===== config.mk =====
export PLATFORM = sky130hd
export DESIGN_NAME = mem_arbiter_flat
export DESIGN_NICKNAME = d
export VERILOG_FILES = /design/src/rtl/mem_arbiter_pkg.sv /design/src/rtl/mem_arbiter_if.sv /design/src/rtl/mem_arbiter_rr_pick.sv /design/src/rtl/mem_arbiter.sv /design/src/flat_wrapper.sv
export SDC_FILE = /design/constraint.sdc
export NUM_CORES = 1
export LEC_CHECK = 0
export CAP_MARGIN = 20
export CORE_AREA = 4 4 301 303
export DETAILED_ROUTE_END_ITERATION = 8
export DIE_AREA = 0 0 305 307
export MAX_ROUTING_LAYER = met4
export PLACE_DENSITY_LB_ADDON = 0.25
export SLEW_MARGIN = 0
export SYNTH_ARGS = -nofsm -noshare
export SYNTH_HDL_FRONTEND = slang
export SYNTH_SLANG_ARGS = --single-unit

===== constraint.sdc =====
create_clock -name clk -period 2.1 [get_ports clk]
set_input_delay 0.525 -clock clk [delete_from_list [all_inputs] [get_ports clk]]
set_output_delay 0.525 -clock clk [all_outputs]
set_load 0.01 [all_outputs]

===== src/rtl/mem_arbiter_pkg.sv =====
// mem_arbiter_pkg: FSM state enum, default width constants and pointer-width helper shared by mem_arbiter
package mem_arbiter_pkg;
  typedef enum logic [1:0] {IDLE, BUSY, DONE} state_t;
  localparam int NREQ_DEF = 4;
  localparam int AW_DEF = 64;
  localparam int DW_DEF = 64;
  localparam int TIMEOUT_DEF = 255;
  function automatic int ptr_w(input int n);
    return n < 2 ? 1 : $clog2(n);
  endfunction
endpackage


===== src/rtl/mem_arbiter_if.sv =====
// mem_arbiter_if: requester bus (u_req/u_wr/u_addr/u_wdata -> u_rdata/u_rdy/u_err) plus memory bus (m_req/m_wr/m_addr/m_wdata <- m_rdata/m_rdy); slave = arbiter, master = requesters and memory
interface mem_arbiter_if import mem_arbiter_pkg::*; #(
  parameter int NREQ = NREQ_DEF,
  parameter int AW = AW_DEF,
  parameter int DW = DW_DEF
);
  logic [NREQ-1:0] u_req, u_wr, u_rdy;
  logic [NREQ*AW-1:0] u_addr;
  logic [NREQ*DW-1:0] u_wdata;
  logic [DW-1:0] u_rdata, m_wdata, m_rdata;
  logic [AW-1:0] m_addr;
  logic u_err, m_req, m_wr, m_rdy;
  modport slave(
    input u_req, u_wr, u_addr, u_wdata, m_rdata, m_rdy,
    output u_rdata, u_rdy, u_err, m_req, m_wr, m_addr, m_wdata
  );
  modport master(
    output u_req, u_wr, u_addr, u_wdata, m_rdata, m_rdy,
    input u_rdata, u_rdy, u_err, m_req, m_wr, m_addr, m_wdata
  );
endinterface


===== src/rtl/mem_arbiter_rr_pick.sv =====
// rr_pick: combinational round-robin picker; ports req (request vector), last (previous grant) in, gnt (one-hot), idx, vld out
module rr_pick import mem_arbiter_pkg::*; #(
  parameter int NREQ = NREQ_DEF,
  localparam int PW = ptr_w(NREQ)
) (
  input  logic [NREQ-1:0] req,
  input  logic [PW-1:0]   last,
  output logic [NREQ-1:0] gnt,
  output logic [PW-1:0]   idx,
  output logic            vld
);
  logic [PW-1:0] j;
  always_comb begin
    idx = '0;
    j = '0;
    for (int i = NREQ; i >= 1; i--) begin
      j = PW'((int'(last) + i) % NREQ);
      idx = req[j] ? j : idx;
    end
    vld = |req;
    gnt = vld ? NREQ'(1) << idx : '0;
  end
endmodule


===== src/rtl/mem_arbiter.sv =====
// mem_arbiter: round-robin NREQ-to-one memory port arbiter with timeout watchdog; ports clk, rst (async active-low), bus (mem_arbiter_if.slave); MEM_ARBITER_RMW_LOCK_EN adds a read-modify-write lock
module mem_arbiter import mem_arbiter_pkg::*; #(
  parameter int NREQ = NREQ_DEF,
  parameter int AW = AW_DEF,
  parameter int DW = DW_DEF,
  parameter int TIMEOUT = TIMEOUT_DEF
) (
  input logic clk,
  input logic rst,
  mem_arbiter_if.slave bus
);
  localparam int PW = ptr_w(NREQ);
  localparam int CW = ptr_w(TIMEOUT + 1);
  state_t state;
  logic [PW-1:0] last, pidx;
  logic [NREQ-1:0] req_ok, pgnt, gnt;
  logic pvld, tmo;
  logic [CW-1:0] cnt;
  assign tmo = (TIMEOUT != 0) && (cnt == CW'(TIMEOUT - 1));
`ifdef MEM_ARBITER_RMW_LOCK_EN
  logic lock;
  logic [PW-1:0] owner;
  assign req_ok = lock ? bus.u_req & (NREQ'(1) << owner) : bus.u_req;
`else
  assign req_ok = bus.u_req;
`endif
  rr_pick #(.NREQ(NREQ)) u_pick (.req(req_ok), .last(last), .gnt(pgnt), .idx(pidx), .vld(pvld));
  always_ff @(posedge clk or negedge rst) begin
    if (!rst) begin
      state <= IDLE;
      last <= PW'(NREQ - 1);
      gnt <= '0;
      cnt <= '0;
      bus.m_req <= 1'b0;
      bus.m_wr <= 1'b0;
      bus.m_addr <= '0;
      bus.m_wdata <= '0;
      bus.u_rdy <= '0;
      bus.u_err <= 1'b0;
      bus.u_rdata <= '0;
`ifdef MEM_ARBITER_RMW_LOCK_EN
      lock <= 1'b0;
      owner <= '0;
`endif
    end else begin
      case (state)
        IDLE: begin
          cnt <= '0;
          bus.u_err <= 1'b0;
          if (pvld) begin
            state <= BUSY;
            gnt <= pgnt;
            last <= pidx;
            bus.m_req <= 1'b1;
            bus.m_wr <= bus.u_wr[pidx];
            bus.m_addr <= bus.u_addr[pidx*AW +: AW];
            bus.m_wdata <= bus.u_wdata[pidx*DW +: DW];
          end
        end
        BUSY: begin
          cnt <= cnt + 1'b1;
          if (bus.m_rdy || tmo) begin
            state <= DONE;
            bus.m_req <= 1'b0;
            bus.u_rdy <= gnt;
            bus.u_err <= !bus.m_rdy;
            bus.u_rdata <= (bus.m_rdy && !bus.m_wr) ? bus.m_rdata : '0;
`ifdef MEM_ARBITER_RMW_LOCK_EN
            if (!bus.m_rdy) lock <= 1'b0;
            else if (!bus.m_wr) begin
              lock <= 1'b1;
              owner <= last;
            end else if (last == owner) lock <= 1'b0;
`endif
          end
        end
        default: begin
          state <= IDLE;
          bus.u_rdy <= '0;
          bus.u_err <= 1'b0;
          bus.u_rdata <= '0;
        end
      endcase
    end
  end
endmodule


===== src/flat_wrapper.sv =====
// flat-port wrapper written by rule: the top's interface ports become plain ports
module mem_arbiter_flat import mem_arbiter_pkg::*;
#(
  parameter int NREQ = NREQ_DEF,
  parameter int AW = AW_DEF,
  parameter int DW = DW_DEF,
  parameter int TIMEOUT = TIMEOUT_DEF
)
  (clk, rst, bus_u_req, bus_u_wr, bus_u_addr, bus_u_wdata, bus_m_rdata, bus_m_rdy, bus_u_rdata, bus_u_rdy, bus_u_err, bus_m_req, bus_m_wr, bus_m_addr, bus_m_wdata);
  mem_arbiter_if #(.NREQ(NREQ), .AW(AW), .DW(DW)) bus_i ();
  input logic clk;
  input logic rst;
  input wire logic [$bits(bus_i.u_req)-1:0] bus_u_req;
  input wire logic [$bits(bus_i.u_wr)-1:0] bus_u_wr;
  input wire logic [$bits(bus_i.u_addr)-1:0] bus_u_addr;
  input wire logic [$bits(bus_i.u_wdata)-1:0] bus_u_wdata;
  input wire logic [$bits(bus_i.m_rdata)-1:0] bus_m_rdata;
  input wire logic [$bits(bus_i.m_rdy)-1:0] bus_m_rdy;
  output wire logic [$bits(bus_i.u_rdata)-1:0] bus_u_rdata;
  output wire logic [$bits(bus_i.u_rdy)-1:0] bus_u_rdy;
  output wire logic [$bits(bus_i.u_err)-1:0] bus_u_err;
  output wire logic [$bits(bus_i.m_req)-1:0] bus_m_req;
  output wire logic [$bits(bus_i.m_wr)-1:0] bus_m_wr;
  output wire logic [$bits(bus_i.m_addr)-1:0] bus_m_addr;
  output wire logic [$bits(bus_i.m_wdata)-1:0] bus_m_wdata;
  assign bus_i.u_req = bus_u_req;
  assign bus_i.u_wr = bus_u_wr;
  assign bus_i.u_addr = bus_u_addr;
  assign bus_i.u_wdata = bus_u_wdata;
  assign bus_i.m_rdata = bus_m_rdata;
  assign bus_i.m_rdy = bus_m_rdy;
  assign bus_u_rdata = bus_i.u_rdata;
  assign bus_u_rdy = bus_i.u_rdy;
  assign bus_u_err = bus_i.u_err;
  assign bus_m_req = bus_i.m_req;
  assign bus_m_wr = bus_i.m_wr;
  assign bus_m_addr = bus_i.m_addr;
  assign bus_m_wdata = bus_i.m_wdata;
  mem_arbiter #(.NREQ(NREQ), .AW(AW), .DW(DW), .TIMEOUT(TIMEOUT)) u_core (.clk(clk), .rst(rst), .bus(bus_i));
endmodule

After elaboration in Yosys (flattened, before gate mapping):

Cells that the tools add are included.

* input port bits: 587
* logic and storage cells: 68
* register bits: 215
* output and inout port bits: 199

* shifts and indexed selects: 3
* add/sub/neg operators: 5
* bitwise gates (word level): 1
* magnitude comparators: 5
* multiplexer cells: 28
* equality and inequality tests: 4
* reductions and logical operators: 11

Operators by type and width (count)
* $shiftx A256 B9 Y64: 2
* $mux W64: 2
* $pmux W64 S2: 1
* $pmux W8 S2: 1
* $lt A2 B3 Y1 const B: 5
* $mux W2: 6
* $bmux W1 S2: 5
* $mux W1: 9
* $add A8 B1 Y8 const B: 1
* $eq A8 B8 Y1 const B: 1
* $pmux W4 S2: 1
* $reduce_and A2 Y1: 3
* $add A2 B1 Y2 const B: 2
* $add A2 B2 Y2 const B: 2
* $mux W4: 1
* $ne A2 B1 Y1 const B: 2
* $pmux W2 S2: 1
* $reduce_or A4 Y1: 1
* $shl A1 B2 Y4 const A: 1
* $reduce_and A3 Y1: 1
* $eq A2 B1 Y1 const B: 1
* $logic_not A1 Y1: 2
* $logic_not A2 Y1: 1
* $pmux W1 S2: 1
* 4 further kinds: 4

Logic depth before layout (Yosys ltp):

Gate-level depths: netlist of the first run.

* depth after elaboration: 9
* gate-level depth with buffers: 9
* mapped depth without buffers: 7

Hierarchy:

A second synthesis of the first run with hierarchy kept.

* cell total of the unflattened synthesis: 838
* area, all modules: 11928.9 µm²

By module, submodules not included
* mem_arbiter: times used 1, area each 11710.0 µm², cells an instance 805, sequential area each 5382.7 µm²
* rr_pick: times used 1, area each 219.0 µm², cells an instance 33, sequential area each 0.0 µm²

Least setup slack after synthesis of the first run:

Ideal clock, no wire load.

* path type: input to register
* from: input port bus_u_req[3]
* to: register u_core.bus.m_addr[31]
* arrival: 1.819 ns
* library setup time: 0.126 ns
* data required time: 1.974 ns
* path buffers: 4
* slack: 0.155 ns
* cell stages on the path: 9
* cell sequence: buf_4 nor2_2 a21o_1 a32o_1 buf_6 buf_6 buf_6 a221oi_2 a21oi_1

* longest elaborated chain between the ends: 7
* elaborated cells on any way between the ends: 15
* classes of those cells: shift (1); mux (12); reduce/logical (2)

Ends and longest elaborated chain
* from (decl): line flat_wrapper.sv:13 `input wire logic [$bits(bus_i.u_req)-1:0] bus_u_req;`
* $bmux W1 S2: line mem_arbiter_rr_pick.sv:18 `idx = req[j] ? j : idx;`
* $mux W1 (not written as such): line mem_arbiter_rr_pick.sv:18
* $mux W2 (4 in series): line mem_arbiter_rr_pick.sv:18
* $shiftx A256 B9 Y64: line mem_arbiter.sv:56 `bus.m_addr <= bus.u_addr[pidx*AW +: AW];`
* to (signal assigned): line mem_arbiter.sv:56
* to (decl): line mem_arbiter_if.sv:15 `output u_rdata, u_rdy, u_err, m_req, m_wr, m_addr, m_wdata`

Several ways; a longest one is shown, not always the timed one. The select of a mux whose other input is x is not followed.
A chain may end at the register's enable or synchronous reset.

Worst setup path after layout of the first run:

* from: register u_core.last[1]
* to: register u_core.bus.m_addr[51]

* longest elaborated chain between the ends: 8
* elaborated cells on any way between the ends: 17
* classes of those cells: add/sub (4); shift (1); mux (12)

Ends and longest elaborated chain
* from (decl): line mem_arbiter.sv:15 `logic [PW-1:0] last, pidx;`
* from (signal assigned): line mem_arbiter.sv:31 `last <= PW'(NREQ - 1);`
* from (signal assigned): line mem_arbiter.sv:53 `last <= pidx;`
* $add A2 B1 Y2: line mem_arbiter_rr_pick.sv:17 `j = PW'((int'(last) + i) % NREQ);`
* $bmux W1 S2: line mem_arbiter_rr_pick.sv:18
* $mux W1 (not written as such): line mem_arbiter_rr_pick.sv:18
* $mux W2 (3 in series): line mem_arbiter_rr_pick.sv:18
* $mux W2 *: line mem_arbiter_rr_pick.sv:18
* $shiftx A256 B9 Y64 *: line mem_arbiter.sv:56

Mark *: on every way between the ends. The rest lies on a longest branch, timed or not. The select of a mux whose other input is x is not followed.

==> results of run 1 <==
==> synth_stat cells (all sizes together) (4+ instances only) <==
cell type,instances
nand3,4
nor2,136
dfrtp,213
a21oi,133
o211ai,4
buf,93
mux2i,108
nor2b,5
clkbuf,55
mux2,24
a22o,71
a21o,5
nand2,21
a221oi,128
nor3b,213
o21ai,55
==> layout by cell type, fill, tap and decap left out, types with 3 or more instances in the layout <==
cell type,synthesis,final
clkbuf_1,55,7
o21ai_0,52,50
mux2i_2,0,12
a21oi_2,2,32
diode_2,0,9
mux2_2,24,4
a21oi_1,131,99
buf_16,0,9
dlymetal6s2s_1,0,9
nand3_1,4,4
mux2i_4,0,11
dlygate4sd2_1,0,66
mux2_4,0,20
a221oi_1,98,64
clkdlybuf4s50_1,0,709
inv_1,3,3
clkbuf_8,0,7
a221oi_2,30,58
buf_12,0,49
nor3_1,3,3
o211ai_1,3,3
clkinv_2,0,6
clkbuf_16,0,35
buf_8,0,14
mux2i_1,108,85
buf_6,8,19
nand2b_1,3,3
a22o_1,71,71
bufinv_16,0,5
nor2b_1,5,5
nor3b_1,213,182
dfrtp_1,213,211
buf_4,14,142
nor2_1,135,135
a221oi_4,0,6
nor3b_2,0,29
nand2_1,21,20
a21o_1,5,4
==> critical path: cells and delay by family, from the launching register on <==
kind | cells | cell delay (ns)
AOI/OAI and AO/OA | 3 | 0.44
muxes | 2 | 0.48
DFF | 1 | 0.60
buffers and inverters | 4 | 0.55
==> sequential cells by signal (all words and copies together) (netlist names) <==
register and flops:
u_core.gnt 4, u_core.last 2, u_core.cnt 8, u_core.bus.m_wdata 64, u_core.bus.m_addr 64, u_core.state 2
u_core.bus.u_rdy 4, u_core.bus.m_req 1, u_core.bus.u_rdata 64, u_core.bus.u_err 1, u_core.bus.m_wr 1
==> what timing repair did <==
| item | CTS | global route |
|---|---|---|
| hold buffers | 1 | 0 |
| endpoints found under the hold margin | 38 | 0 |
| setup buffers | 19 | 17 |
| endpoints found under the setup margin | 141 | 136 |
| gates cloned | 9 | 5 |
| resized for setup | 137 | 166 |
| pin swaps | 0 | 13 |
==> where the power goes <==
| part | total [mW] | switching (mW) | internal (mW) | leakage [nW] |
|---|---|---|---|---|
| combinational | 20.8 | 10.1 | 10.7 | 7.25 |
| clock | 5.61 | 2.14 | 3.48 | 0.529 |
| sequential | 7.21 | 1.15 | 6.06 | 2.60 |
==> area by class of cell <==
| type | count | share of cell area |
|---|---|---|
| diodes | 9 | 0.000858 |
| well taps | 1165 | 0.0555 |
| flip-flops and latches | 215 | 0.205 |
| multi-input cells | 930 | 0.291 |
| inverters | 3 | 0.000429 |
| repair buffers | 1024 | 0.407 |
| clock inverters | 12 | 0.00748 |
| clock buffers | 44 | 0.0333 |
==> worst paths after layout <==
check	end	cells past startpoint
setup / recovery	u_core.bus.m_addr[51]	9
hold / removal	u_core.gnt[3]	2
setup reg to reg	u_core.bus.m_addr[51]	9
hold reg to reg	u_core.gnt[3]	2
max in group asynchronous	u_core.last[0]	3
min in group asynchronous	u_core.bus.u_rdata[26]	2
==> metal layers <==
metal  GRT usage  vias up  wire, µm
li1            -     6763         -
met1       0.180     7091     31600
met2       0.262      592     37600
met3      0.0450       85      5430
met4      0.0344        0      1680
met5           -        -         0
==> per-stage QoR <==
step	power [mW]	area, µm²	setup TNS (ns)	hold WS, ns	instances
CTS	32.7	25200	-3.28	0.481	3374
global placement	25.5	23400	-72.06	0.460	3289
floorplan	15.5	12900	0	0.229	1296
global route	35.7	26300	-9.70	0.512	3401
detailed placement	25.6	23400	-77.42	0.466	3289
finish	33.6	26300	-2.24	0.479	3402
==> kinds of logic (layout without fill, tap and decap cells) <==
family / count (synthesis) / in the layout / synth area share
and+or+nand+nor: 393 / 393 / 0.181
adders and majority gates: 2 / 2 / 0.00194
other: 0 / 9 / 0
DFF: 215 / 215 / 0.418
xor gates and xnor gates: 1 / 1 / 0.000681
AOI/OAI and AO/OA: 402 / 402 / 0.234
muxes: 132 / 132 / 0.105
buffers and inverters: 151 / 1083 / 0.0589
==> impl_metrics.xml, run 1 <==
<?xml version="1.0" encoding="UTF-8"?>
<metrics>
  <group name="status">
    <metric name="run_status" unit="">complete, but fails checks</metric>
    <metric name="failed_checks" unit="">setup timing</metric>
  </group>
  <group name="job">
    <metric name="maxCapViolations" unit="">0</metric>
  </group>
  <group name="detailed_routing">
    <metric name="vias_per_cell" unit="">4.27</metric>
    <metric name="vias" unit="">14500</metric>
    <metric name="wl_per_cell" unit="µm">22.4</metric>
    <metric name="wirelength" unit="mm">76.3</metric>
    <metric name="antenna_nets_post_route" unit="">0</metric>
    <metric name="remaining_drc_errors" unit="">0</metric>
    <metric name="firstDrtPassIters" unit="">6</metric>
    <metric name="detailedRoute.firstIterationViolations" unit="">769</metric>
  </group>
  <group name="logic_synthesis">
    <metric name="synth.ff_latch_count" unit="">215</metric>
    <metric name="synth-seq-area-share" unit="">0.418</metric>
    <metric name="yosysTopAreaCellShare" unit="">0.414</metric>
    <metric name="yosys_warnings" unit="">0</metric>
    <metric name="synth.distinct_cells" unit="">43</metric>
    <metric name="synth_area_per_cell" unit="µm²">9.93</metric>
    <metric name="synth_top_area_cell" unit="">dfrtp_1</metric>
    <metric name="syn_nets" unit="">1885</metric>
    <metric name="syn_area" unit="mm²">0.0129</metric>
    <metric name="synth-main-ff-cell" unit="">dfrtp_1</metric>
    <metric name="yosys-top-cells-area" unit="">dfrtp_1 (41%), nor3b_1 (12%), mux2i_1 (8.4%), a221oi_1 (6.7%), a21oi_1 (5.1%)</metric>
    <metric name="synth_async_sr_flop_share" unit="">1.00</metric>
    <metric name="netlist_instances" unit="">1296</metric>
    <metric name="synth-edff-count" unit="">0</metric>
  </group>
  <group name="power_and_ir_drop">
    <metric name="pwr_density_cell" unit="mW/mm²">1280</metric>
    <metric name="cellLeakagePower" unit="nW">10.4</metric>
    <metric name="vdd_drop_max" unit="V">0.000673</metric>
  </group>
  <group name="timing">
    <metric name="setup_viol_count_final" unit="">63</metric>
    <metric name="timing.final.hold_violations" unit="">0</metric>
    <metric name="final_worst_path_period_need" unit="ns">2.19</metric>
    <metric name="tightestPinTransition" unit="ns">0.632</metric>
    <metric name="fin_crit_sh" unit="">1.04</metric>
    <metric name="slew_headroom" unit="">0.578</metric>
    <metric name="grt_setup_unrepaired" unit="">true</metric>
    <metric name="final_slew_viol_count" unit="">0</metric>
    <metric name="max_freq" unit="GHz">0.457</metric>
    <metric name="fin_worst_skew" unit="ns">0.0249</metric>
    <metric name="layout_setup_ws" unit="ns">-0.0869</metric>
  </group>
  <group name="critical_path">
    <metric name="ff2ff_setup_slack" unit="ns">-0.09</metric>
    <metric name="path_cells" unit="">mux2i_2, o22ai_2, a21oi_4, buf_12, clkbuf_16, buf_12, buf_12, mux2i_2, a21oi_1</metric>
    <metric name="crit_type" unit="">flop to flop</metric>
    <metric name="r2r_start" unit="">u_core.last[1]</metric>
    <metric name="path_max_fanout" unit="">7</metric>
    <metric name="setup.worst_path.end_class" unit="">flop</metric>
    <metric name="arrival" unit="ns">2.66</metric>
    <metric name="crit_path_max_incr_delay" unit="ns">0.60</metric>
    <metric name="slowest_stage" unit="">dfstp_2</metric>
    <metric name="worst_setup_path_start_kind" unit="">flop</metric>
    <metric name="worst_setup_path_startpoint" unit="">u_core.last[1]</metric>
    <metric name="timing.critical_path.required" unit="ns">2.57</metric>
    <metric name="crit_top_cell" unit="">buf_12</metric>
  </group>
  <group name="clock_network">
    <metric name="cts_inserted_buffers" unit="">30</metric>
    <metric name="worstSkewPairLatency" unit="ns">0.59</metric>
    <metric name="clock_tree.htree_level_count" unit="">1</metric>
    <metric name="clock-root-buffer" unit="">clkbuf_16</metric>
    <metric name="cts.sinks" unit="">215</metric>
    <metric name="tritoncts" unit="">done</metric>
    <metric name="clock_tree.buffer_depth" unit="">3</metric>
    <metric name="clkTransAtPathRegs" unit="ns">0.06</metric>
  </group>
  <group name="hold_path">
    <metric name="worst_hold_startpoint" unit="">u_core.gnt[3]</metric>
    <metric name="hold_path.class" unit="">flop to flop</metric>
  </group>
  <group name="final_layout">
    <metric name="nets" unit="">2793</metric>
    <metric name="final_layout_size_suffix_gt1_frac" unit="">0.216</metric>
    <metric name="area_taken_by_multi_input_logic_gates" unit="mm²">0.00763</metric>
    <metric name="fillerInstances" unit="">9151</metric>
    <metric name="seq_area" unit="mm²">0.00539</metric>
    <metric name="synthToLayoutAreaGrowth" unit="%">104</metric>
    <metric name="fin_util" unit="">0.298</metric>
  </group>
  <group name="grt">
    <metric name="globalRouteOverflowTotal" unit="">0</metric>
    <metric name="gr-usage-all-layers" unit="">0.154</metric>
    <metric name="via_count_of_the_first_global_routing_pass" unit="">15400</metric>
    <metric name="grt_antenna_before_repair" unit="">12</metric>
    <metric name="grt_start_max_net_pins" unit="">71</metric>
    <metric name="grt_first_pass_wirelength" unit="mm">105</metric>
  </group>
  <group name="floorplan">
    <metric name="die_y" unit="µm">307</metric>
    <metric name="floorplan_row_count" unit="">109</metric>
    <metric name="top_level_ports" unit="">786</metric>
    <metric name="start_util" unit="">0.146</metric>
    <metric name="die_width" unit="µm">305</metric>
    <metric name="fp.coreArea" unit="mm²">0.0880</metric>
    <metric name="floorplan.die_area" unit="mm²">0.0936</metric>
  </group>
  <group name="place">
    <metric name="worst_slack_at_placement" unit="ns">-0.760</metric>
    <metric name="place_congestion" unit="">0.902</metric>
    <metric name="io_buffers" unit="">785</metric>
    <metric name="hpwlAfterDp" unit="mm">57.1</metric>
  </group>
</metrics>
(Power assumes the default switching activity.)
==> inputs of run 2 (changes only) <==
--- a/config.mk
+++ b/config.mk
@@ -9,7 +9,6 @@
 export CORE_AREA = 4 4 301 303
 export DETAILED_ROUTE_END_ITERATION = 8
 export DIE_AREA = 0 0 305 307
-export MAX_ROUTING_LAYER = met4
 export PLACE_DENSITY_LB_ADDON = 0.25
 export SLEW_MARGIN = 0
 export SYNTH_ARGS = -nofsm -noshare
==> run 2 against run 1 <==
  * The flow still finishes with violations (setup timing)
  * Total power fell by 3.9%
  * Critical endpoint is now u_core.bus.m_wr
  * Fmax increased by 0.82%
  * Clock power is 4.5% lower
  * Critical path type unchanged
  * Highest routed layer is now met5
  * Sequential cell count unchanged
  * Register-to-register slack better by 0.02 ns
  * Combinational power fell by 5%
==> impl_metrics.xml, run 2 (synthesized netlist as in run 1, its figures left out) <==
<?xml version="1.0" encoding="UTF-8"?>
<metrics>
  <group name="timing">
    <metric name="setup_viol_count_final" unit="">29</metric>
    <metric name="final_slew_viol_count" unit="">0</metric>
    <metric name="timing.final.hold_violations" unit="">0</metric>
    <metric name="fin_worst_skew" unit="ns">0.0121</metric>
    <metric name="tightestPinTransition" unit="ns">0.652</metric>
    <metric name="final_worst_path_period_need" unit="ns">2.17</metric>
    <metric name="slew_headroom" unit="">0.565</metric>
    <metric name="layout_setup_ws" unit="ns">-0.0690</metric>
    <metric name="max_freq" unit="GHz">0.461</metric>
    <metric name="fin_crit_sh" unit="">1.03</metric>
    <metric name="grt_setup_unrepaired" unit="">true</metric>
  </group>
  <group name="critical_path">
    <metric name="worst_setup_path_start_kind" unit="">flop</metric>
    <metric name="path_max_fanout" unit="">7</metric>
    <metric name="timing.critical_path.required" unit="ns">2.61</metric>
    <metric name="crit_type" unit="">flop to flop</metric>
    <metric name="arrival" unit="ns">2.68</metric>
    <metric name="setup.worst_path.end_class" unit="">flop</metric>
  </group>
  <group name="status">
    <metric name="run_status" unit="">complete, but fails checks</metric>
    <metric name="failed_checks" unit="">setup timing</metric>
  </group>
  <group name="power_and_ir_drop">
    <metric name="vdd_drop_max" unit="V">0.000748</metric>
    <metric name="cellLeakagePower" unit="nW">10.4</metric>
    <metric name="total_power" unit="mW">32.3</metric>
    <metric name="pwr_density_cell" unit="mW/mm²">1250</metric>
  </group>
  <group name="detailed_routing">
    <metric name="remaining_drc_errors" unit="">0</metric>
    <metric name="wirelength" unit="mm">76.2</metric>
    <metric name="detailedRoute.firstIterationViolations" unit="">797</metric>
    <metric name="antenna_nets_post_route" unit="">0</metric>
    <metric name="firstDrtPassIters" unit="">5</metric>
    <metric name="vias_per_cell" unit="">4.29</metric>
    <metric name="vias" unit="">14600</metric>
    <metric name="wl_per_cell" unit="µm">22.4</metric>
  </group>
  <group name="job">
    <metric name="maxCapViolations" unit="">0</metric>
  </group>
  <group name="place">
    <metric name="placement_stage_cell_area" unit="mm²">0.0235</metric>
    <metric name="io_buffers" unit="">785</metric>
    <metric name="place.detailed.instances" unit="">3298</metric>
    <metric name="place_congestion" unit="">0.901</metric>
    <metric name="worst_slack_at_placement" unit="ns">-0.778</metric>
    <metric name="hpwlAfterDp" unit="mm">57.2</metric>
  </group>
  <group name="final_layout">
    <metric name="final_design_area_no_fill" unit="mm²">0.0258</metric>
    <metric name="leading_registers_by_flop_count" unit="">u_core.bus.m_addr x64, u_core.bus.m_wdata x64, u_core.bus.u_rdata x64</metric>
    <metric name="fin_util" unit="">0.293</metric>
    <metric name="nets" unit="">2804</metric>
    <metric name="fillerInstances" unit="">9203</metric>
    <metric name="seq_area" unit="mm²">0.00538</metric>
    <metric name="area_taken_by_multi_input_logic_gates" unit="mm²">0.00721</metric>
    <metric name="final_layout_size_suffix_gt1_frac" unit="">0.196</metric>
    <metric name="most_frequent_standard_cell_in_the_layout_excluding_fill_and_tap_cells" unit="">clkdlybuf4s50_1</metric>
    <metric name="post_layout_nonfiller_instances" unit="">3407</metric>
    <metric name="layout_common_cells" unit="">clkdlybuf4s50_1 (640), dfrtp_1 (212), nor3b_1 (192)</metric>
    <metric name="synthToLayoutAreaGrowth" unit="%">100</metric>
  </group>
  <group name="clock_network">
    <metric name="clock_tree.buffer_depth" unit="">3</metric>
    <metric name="cts.sinks" unit="">215</metric>
    <metric name="clock_tree.htree_level_count" unit="">1</metric>
    <metric name="cts_inserted_buffers" unit="">30</metric>
    <metric name="worstSkewPairLatency" unit="ns">0.60</metric>
    <metric name="clkTransAtPathRegs" unit="ns">0.06</metric>
    <metric name="tritoncts" unit="">done</metric>
    <metric name="clock-root-buffer" unit="">clkbuf_16</metric>
  </group>
  <group name="hold_path">
    <metric name="hold_path.class" unit="">flop to flop</metric>
  </group>
  <group name="grt">
    <metric name="grt_first_pass_wirelength" unit="mm">106</metric>
    <metric name="globalRouteOverflowTotal" unit="">0</metric>
    <metric name="via_count_of_the_first_global_routing_pass" unit="">15700</metric>
    <metric name="gr-usage-all-layers" unit="">0.150</metric>
    <metric name="grt_start_max_net_pins" unit="">69</metric>
    <metric name="grt_antenna_before_repair" unit="">14</metric>
  </group>
  <group name="floorplan">
    <metric name="die_width" unit="µm">305</metric>
    <metric name="die_y" unit="µm">307</metric>
    <metric name="floorplan_row_count" unit="">109</metric>
    <metric name="fp.coreArea" unit="mm²">0.0880</metric>
    <metric name="floorplan.die_area" unit="mm²">0.0936</metric>
    <metric name="top_level_ports" unit="">786</metric>
    <metric name="start_util" unit="">0.146</metric>
  </group>
</metrics>
==> run 2: through the flow <==
step / setup TNS, ns / hold slack, ns
after floorplan: 0 / 0.229
after CTS: -2.98 / 0.441
final: -0.806 / 0.475
after global placement: -72.87 / 0.460
after detailed placement: -76.87 / 0.464
after global routing: -8.73 / 0.480
==> run 2: final cells by class <==
class | count | share of cell area
repair buffers | 1035 | 0.413
multi-input cells | 930 | 0.280
flip-flops and latches | 215 | 0.209
well taps | 1165 | 0.0566
clock buffers | 42 | 0.0340
clock inverters | 11 | 0.00612
diodes | 6 | 0.000583
inverters | 3 | 0.000437
==> run 2: per-layer routing <==
| metal | GRT usage | wire, µm |
|---|---|---|
| met1 | 0.173 | 30400 |
| met2 | 0.267 | 37800 |
| met3 | 0.0505 | 5910 |
| met4 | 0.0373 | 2090 |
| met5 | 0 | 57 |
==> run 2: critical path, stage by stage (launching register included) <==
cell	delay [ns]
dfstp_2	0.60
buf_4	0.14
buf_4	0.11
nand3_2	0.09
o21ai_4	0.11
buf_12	0.16
buf_12	0.12
clkbuf_16	0.17
buf_4	0.12
o21ai_0	0.08
mux2_2	0.26
a21oi_1	0.12
==> run 2: final timing paths <==
kind | startpoint | endpoint | slack (ns) | cells past startpoint
min reg2reg | u_core.gnt[1] | u_core.gnt[1] | 0.47 | 2
min | u_core.gnt[1] | u_core.gnt[1] | 0.47 | 2
max in group asynchronous | rst | u_core.last[0] | 0.90 | 3
max | u_core.last[1] | u_core.bus.m_wr | -0.07 | 11
max reg2reg | u_core.last[1] | u_core.bus.m_wr | -0.07 | 11
min in group asynchronous | rst | u_core.bus.u_rdata[13] | 0.48 | 2
==> run 2: power by group <==
part | switching (mW) | internal [mW] | leakage (nW)
clock | 2.11 | 3.25 | 0.509
sequential | 1.15 | 6.06 | 2.60
combinational | 9.77 | 9.94 | 7.27
total | 13.0 | 19.3 | 10.4
==> run 2: repair_timing <==
action | 4_1_cts | 5_1_grt
gates resized for setup | 175 | 116
gates cloned | 6 | 9
pin swaps | 0 | 12
endpoints found under the setup margin | 198 | 139
hold buffers | 1 | 0
endpoints found under the hold margin | 43 | 0
setup buffers | 14 | 24
==> inputs of run 3 (changes only) <==
--- a/config.mk
+++ b/config.mk
@@ -9,6 +9,7 @@
 export CORE_AREA = 4 4 301 303
 export DETAILED_ROUTE_END_ITERATION = 8
 export DIE_AREA = 0 0 305 307
+export GPL_TIMING_DRIVEN = 0
 export PLACE_DENSITY_LB_ADDON = 0.25
 export SLEW_MARGIN = 0
 export SYNTH_ARGS = -nofsm -noshare
==> constraint.sdc (replaced) <==
create_clock -name clk -period 2.1 [get_ports clk]
set_input_delay 0.525 -clock clk [delete_from_list [all_inputs] [get_ports clk]]
set_output_delay 0.525 -clock clk [all_outputs]
set_load 0.02 [all_outputs]
==> run 3 against run 2 <==
  * The flow still finishes with violations (setup timing)
  * Sequential power is essentially flat
  * Fmax shrank 5.0%
  * Clock power grew 0.9%
  * Sequential cell count is the same
  * Clock skew grew 0.0068 ns
  * Via count grew 1.8%
  * Total power grew 9.4%
  * Worst hold slack lost 0.11 ns
  * Non-clock buffer count shrank 48
  * Global-route usage grew 2.5 points
==> impl_metrics.xml, run 3 (synthesized netlist as in run 1, its figures left out) <==
<?xml version="1.0" encoding="UTF-8"?>
<metrics>
  <group name="final_layout">
    <metric name="final_design_area_no_fill" unit="mm²">0.0264</metric>
    <metric name="nets" unit="">2756</metric>
    <metric name="synthToLayoutAreaGrowth" unit="%">105</metric>
    <metric name="post_layout_nonfiller_instances" unit="">3365</metric>
    <metric name="fillerInstances" unit="">9173</metric>
    <metric name="most_frequent_standard_cell_in_the_layout_excluding_fill_and_tap_cells" unit="">clkdlybuf4s50_1</metric>
    <metric name="leading_registers_by_flop_count" unit="">u_core.bus.m_addr x64, u_core.bus.m_wdata x64, u_core.bus.u_rdata x64</metric>
    <metric name="final_layout_size_suffix_gt1_frac" unit="">0.259</metric>
    <metric name="layout_common_cells" unit="">clkdlybuf4s50_1 (586), dfrtp_1 (213), dlygate4sd2_1 (191)</metric>
  </group>
  <group name="timing">
    <metric name="final_worst_path_period_need" unit="ns">2.28</metric>
    <metric name="grt_setup_unrepaired" unit="">true</metric>
    <metric name="final_slew_viol_count" unit="">0</metric>
    <metric name="timing.final.hold_violations" unit="">0</metric>
    <metric name="tightestPinTransition" unit="ns">0.660</metric>
    <metric name="fin_worst_skew" unit="ns">0.0189</metric>
    <metric name="max_freq" unit="GHz">0.438</metric>
    <metric name="slew_headroom" unit="">0.560</metric>
    <metric name="layout_setup_ws" unit="ns">-0.184</metric>
    <metric name="fin_crit_sh" unit="">1.09</metric>
    <metric name="setup_viol_count_final" unit="">108</metric>
  </group>
  <group name="power_and_ir_drop">
    <metric name="vdd_drop_max" unit="V">0.000574</metric>
    <metric name="pwr_density_cell" unit="mW/mm²">1340</metric>
    <metric name="total_power" unit="mW">35.3</metric>
    <metric name="cellLeakagePower" unit="nW">10.7</metric>
  </group>
  <group name="detailed_routing">
    <metric name="detailedRoute.firstIterationViolations" unit="">883</metric>
    <metric name="wirelength" unit="mm">87.1</metric>
    <metric name="remaining_drc_errors" unit="">0</metric>
    <metric name="firstDrtPassIters" unit="">5</metric>
    <metric name="antenna_nets_post_route" unit="">0</metric>
    <metric name="wl_per_cell" unit="µm">25.9</metric>
    <metric name="vias" unit="">14900</metric>
    <metric name="vias_per_cell" unit="">4.42</metric>
  </group>
  <group name="floorplan">
    <metric name="start_util" unit="">0.146</metric>
    <metric name="floorplan_row_count" unit="">109</metric>
    <metric name="fp.coreArea" unit="mm²">0.0880</metric>
    <metric name="die_y" unit="µm">307</metric>
    <metric name="floorplan.die_area" unit="mm²">0.0936</metric>
    <metric name="top_level_ports" unit="">786</metric>
    <metric name="die_width" unit="µm">305</metric>
  </group>
  <group name="critical_path">
    <metric name="kind_of_cell_with_the_highest_combined_delay_on_the_critical_path" unit="">buffers and inverters</metric>
    <metric name="setup.worst_path.end_class" unit="">flop</metric>
    <metric name="path_max_fanout" unit="">5</metric>
    <metric name="path_cells" unit="">buf_6, mux2i_2, o22ai_2, a21oi_4, buf_12, buf_6, buf_8, buf_12, mux2_4, a21oi_4</metric>
    <metric name="worst_setup_path_startpoint" unit="">u_core.last[1]</metric>
    <metric name="r2r_start" unit="">u_core.last[1]</metric>
    <metric name="slowest_stage" unit="">dfstp_2</metric>
    <metric name="crit_path_max_incr_delay" unit="ns">0.55</metric>
    <metric name="arrival" unit="ns">2.78</metric>
    <metric name="crit_buf_inv" unit="">5</metric>
    <metric name="timing.critical_path.required" unit="ns">2.60</metric>
    <metric name="crit_type" unit="">flop to flop</metric>
    <metric name="worst_setup_path_start_kind" unit="">flop</metric>
  </group>
  <group name="place">
    <metric name="worst_slack_at_placement" unit="ns">-1.59</metric>
    <metric name="placement_stage_cell_area" unit="mm²">0.0223</metric>
    <metric name="place.detailed.instances" unit="">3251</metric>
    <metric name="hpwlAfterDp" unit="mm">67.2</metric>
    <metric name="io_buffers" unit="">784</metric>
    <metric name="place_congestion" unit="">0.928</metric>
  </group>
  <group name="clock_network">
    <metric name="worstSkewPairLatency" unit="ns">0.59</metric>
    <metric name="clock_tree.htree_level_count" unit="">1</metric>
    <metric name="cts_inserted_buffers" unit="">30</metric>
    <metric name="cts.sinks" unit="">215</metric>
    <metric name="clock_tree.buffer_depth" unit="">3</metric>
    <metric name="clkTransAtPathRegs" unit="ns">0.06</metric>
    <metric name="tritoncts" unit="">done</metric>
    <metric name="clock-root-buffer" unit="">clkbuf_16</metric>
  </group>
  <group name="grt">
    <metric name="gr-usage-all-layers" unit="">0.175</metric>
    <metric name="grt_start_max_net_pins" unit="">108</metric>
    <metric name="grt_antenna_before_repair" unit="">10</metric>
    <metric name="globalRouteOverflowTotal" unit="">0</metric>
    <metric name="via_count_of_the_first_global_routing_pass" unit="">16200</metric>
    <metric name="grt_first_pass_wirelength" unit="mm">121</metric>
  </group>
  <group name="job">
    <metric name="maxCapViolations" unit="">0</metric>
  </group>
  <group name="hold_path">
    <metric name="hold_path.class" unit="">input port to asynchronous set/reset pin</metric>
  </group>
  <group name="status">
    <metric name="run_status" unit="">complete, but fails checks</metric>
    <metric name="failed_checks" unit="">setup timing</metric>
  </group>
</metrics>
run 3: per-layer routing:
layer  up-vias  GRT usage  part of all wire
met2       618      0.308              0.50
met5         -          0           0.00031
met3        99     0.0366             0.063
met4         4     0.0427             0.023
met1      7453      0.219              0.42
li1       6689          -                 -
run 3: where the power goes:
group | switching (mW) | total (mW) | leakage [nW] | internal (mW)
clock network | 2.18 | 5.41 | 0.517 | 3.24
registers | 1.16 | 7.22 | 2.60 | 6.05
logic | 13.0 | 22.7 | 7.57 | 9.68
total | 16.3 | 35.3 | 10.7 | 19.0
run 3: metrics by stage:
step	hold slack [ns]	TNS (ns)	util
finish	0.363	-7.09	0.300
global route	0.350	-18.65	0.300
CTS	0.324	-13.25	0.288
detailed placement	0.367	-208.34	0.254
global placement	0.471	-2342.65	0.252
floorplan	0.229	0	-
run 3: final timing paths:
path	endpoint	slack [ns]	depth (start not counted)
worst max register to register	u_core.bus.m_addr[52]	-0.18	10
min in group clk	u_core.gnt[2]	0.48	2
max in group asynchronous	u_core.bus.m_wdata[56]	0.87	3
worst min register to register	u_core.gnt[2]	0.48	2
worst max-delay path	u_core.bus.m_addr[52]	-0.18	10
worst min-delay path	u_core.bus.m_wdata[6]	0.36	2
run 3: final cells by class:
type	instances	area (µm²)	area share
flip-flops and latches	215	5380	0.204
multi-input cells	930	8550	0.324
diodes	10	25.0	0.000948
inverters	3	11.3	0.000427
clock inverters	18	205	0.00778
plain buffers	142	1320	0.0502
well taps	1165	1460	0.0552
clock buffers	37	817	0.0310
repair buffers	845	8620	0.327
run 3: what timing repair did:
item / in CTS / in global routing
cloned: 14 / 2
hold buffers: 1 / 0
pin swaps: 17 / 41
resized for setup: 566 / 282
buffers inserted: 38 / 10
endpoints found under the hold margin: 17 / 0
setup endpoints to repair: 390 / 195
run 3: worst register-to-register path: stages, from the launching register on:
cell and delay [ns]:
dfstp_2 0.55, buf_6 0.11, mux2i_2 0.22, o22ai_2 0.11
a21oi_4 0.15, buf_12 0.14, buf_6 0.10, buf_8 0.11
buf_12 0.15, mux2_4 0.35, a21oi_4 0.17
==> patch, RTL diff (flow settings as in run 1) <==
Reset style: synchronous (`rst`), changed in one clocked block. Comments in the files are not updated.
--- a/src/rtl/mem_arbiter.sv
+++ b/src/rtl/mem_arbiter.sv
@@ -25,7 +25,7 @@
   assign req_ok = bus.u_req;
 `endif
   rr_pick #(.NREQ(NREQ)) u_pick (.req(req_ok), .last(last), .gnt(pgnt), .idx(pidx), .vld(pvld));
-  always_ff @(posedge clk or negedge rst) begin
+  always_ff @(posedge clk) begin
     if (!rst) begin
       state <= IDLE;
       last <= PW'(NREQ - 1);
Behaviour: differs if rst is asserted again (counterexample within 4 cycles, from zero or initial values and one cycle with rst low); with rst held inactive, the same outputs for 4 cycles.
==> patch against run 1 <==
- synthesized cell count shrank 10%
- sequential cell count is the same
- register-to-register slack gained 180 ps
- count of clock-buffer cells in the layout shrank 4
- die area is the same
- synthesized area shrank 15%
- worst setup slack gained 150 ps
- routed wire length shrank 18%
- utilization shrank 5.0 points
- cell area shrank 17%
- via count shrank 7.3%
- critical path type is now reg2out
- critical endpoint is now bus_m_wdata[0]
- largest cell class unchanged
Power is not compared: it rests on default switching activity, and its combinational part moved more than twofold at a synthesized area within 25%.
==> patch: results (changes against run 1) <==
grt_pass1_vias: 13900  # was 15400
fin_nets: 2540  # was 2793
regToRegSetupSlack_ps: 90  # was -90 ps
reg.largest.list: "u_core.bus.m_addr: 64 flops, u_core.bus.m_wdata: 64 flops, u_core.bus.u_rdata: 64 flops"  # unchanged
place_congestion: 0.909  # was 0.902
cp_slowest_stage_delay_ps: 570  # was 600 ps
drt_iter0_drc: 777  # was 769
cts_buffer_depth: 3  # unchanged
hold_end: "u_core.last[1]"  # was u_core.gnt[3]
rr_endpoint: "u_core.bus.m_addr[15]"  # was u_core.bus.m_addr[51]
placed_area_um2: 20800  # was 23400 um^2
portBuffers: 785  # unchanged
worst_ep_arrival_time_ps: 1510  # was 2660 ps
via_per_inst: 4.29  # was 4.27
dpl.hpwl_mm: 50.0  # was 57.1 mm
ir_drop_v: 0.000550
synth-async-reset-ratio_pct: 0  # was 100%
worst-slew-pin-transition_ps: 641  # was 632 ps
critPathMaxFanout: 3  # was 7
syn_nets: 1750  # was 1885
fin_skew_ps: 15.0  # was 24.9 ps
htree_levels: 1  # unchanged
yosysUniqueCellTypes: 42  # was 43
yosys_warnings: 0  # unchanged
grt_pass1_wl_mm: 89.5  # was 105 mm
whs_path_depth: 2  # unchanged
synthTopCellsByArea: "dfxtp_1 39%, mux2i_1 12%, a221oi_1 10%, o211ai_1 8.8%, o22ai_1 7.4%"  # was dfrtp_1 41%, nor3b_1 12%, mux2i_1 8.4%, a221oi_1 6.7%, a21oi_1 5.1%
layout-drive-gt1-share_pct: 9.26  # was 21.6%
status: "finished, final reports clean"  # was complete, but fails checks
timing.rr.start: "u_core.last[0]"  # was u_core.last[1]
grt_usage_pct: 12.7  # was 15.4%
hp-start: "rst"  # was u_core.gnt[3]
grt_max_degree: 111  # was 71
antenna_found_initial: 7  # was 12
hold_path_class: "in2reg"  # was reg2reg
wl_per_cell_um: 20.0  # was 22.4 um
clk_pin_slew_ps: 60  # about the same
finalMaxSlewViolations: 0  # unchanged
numCtsBuffers: 29  # was 30
clock-root-buffer: "clkbuf_16"  # unchanged
critical-path-top-delay-family: "buffers and inverters"  # was flip-flops
first_pass_iters: 5  # was 6
crit_slowest_cell: "clkdlybuf4s50_1"  # was dfstp_2
clk_latency_ps: 580
r2r_cells: 7  # was 9
p_leak_uw: 0.00847
yosysSeqAreaShare_pct: 39.2  # was 41.8%
ys_top_cells_by_count: "215 x dfxtp_1, 134 x o21ai_0, 130 x o22ai_1"  # was 213 x dfrtp_1, 213 x nor3b_1, 135 x nor2_1, 131 x a21oi_1, 108 x mux2i_1
pre_cts_ws_ps: -706  # was -760 ps
==> patch: cell types whose count changed in the layout (fill, tap and decap cells not counted), sizes merged, moves of 27 or more <==
cell          delta
dfxtp          +215
dfrtp          -213
nor3b          -212
o22ai          +129
a21oi          -125
o211ai         +125
nor2           -122
buf            -114
o21ai           +81
dlymetal6s2s    +27
==> patch: worst max-delay path by stage <==
stage | start | endpoint | slack [ps]
finish | u_core.bus.m_wdata[0] | bus_m_wdata[0] | 60
CTS | u_core.bus.m_wdata[1] | bus_m_wdata[1] | 0.7
global route | u_core.last[0] | u_core.bus.m_addr[34] | -10
floorplan | bus_u_req[1] | u_core.bus.m_addr[0] | 230
detailed placement | bus_u_req[3] | u_core.bus.m_wdata[49] | -710
global placement | bus_u_req[3] | u_core.bus.m_wdata[49] | -720
==> patch: worst register-to-register path, cell delays in order, from the launching register on <==
cell      delay [ps]
dfxtp_1          350
nand2b_2         220
a21oi_1          260
nor2_4           100
buf_12           190
buf_4            350
a221oi_1         310
o22ai_1          110
==> patch: kinds of logic after synthesis <==
logic type	synth area share (%)
AOI/OAI and AO/OA	39.4
and+or+nand+nor	2.39
adders and majority gates	0.228
DFF	39.2
buffers and inverters	6.67
xor gates and xnor gates	0.398
muxes	11.7
==> patch: area by class of cell <==
class	count	area, um^2
Antenna cell	7	17.5
Clock buffer	40	827
Clock inverter	6	109
Fill cell	9477	66100
Inverter	3	11.3
Multi-Input combinational cell	798	6050
Sequential cell	215	4310
Tap cell	1165	1460
Timing Repair Buffer	904	9070
==> patch: power breakdown <==
group          internal [uW]  switching [uW]
combinational           3070            2610
clock                   3060            1960
sequential              4620             411
total                  10800            4980
==> patch: metrics by stage <==
| stage | std cells | hold slack [ps] | util [%] |
|---|---|---|---|
| 4_1_cts | 3126 | 181 | 24.6 |
| 6_report | 3138 | 230 | 24.8 |
| 2_1_floorplan | 1161 | 437 | - |
| 3_3_place_gp | 3080 | 448 | 23.6 |
| 3_5_place_dp | 3080 | 464 | 23.6 |
| 5_1_grt | 3138 | 215 | 24.8 |
==> patch: timing repair <==
item	CTS	global route
pin swaps	0	1
gates resized for setup	70	41
gates cloned	0	1
endpoints found under the setup margin	69	74
buffers inserted	0	4
hold buffers	0	0
==> patch: per-layer routing <==
| layer | up-vias | GRT usage (%) | routed length [um] |
|---|---|---|---|
| li1 | 6320 | - | - |
| met1 | 6486 | 14.1 | 24400 |
| met2 | 568 | 22.6 | 32200 |
| met3 | 93 | 3.02 | 4290 |
| met4 | 0 | 3.70 | 1790 |
| met5 | - | - | 0 |
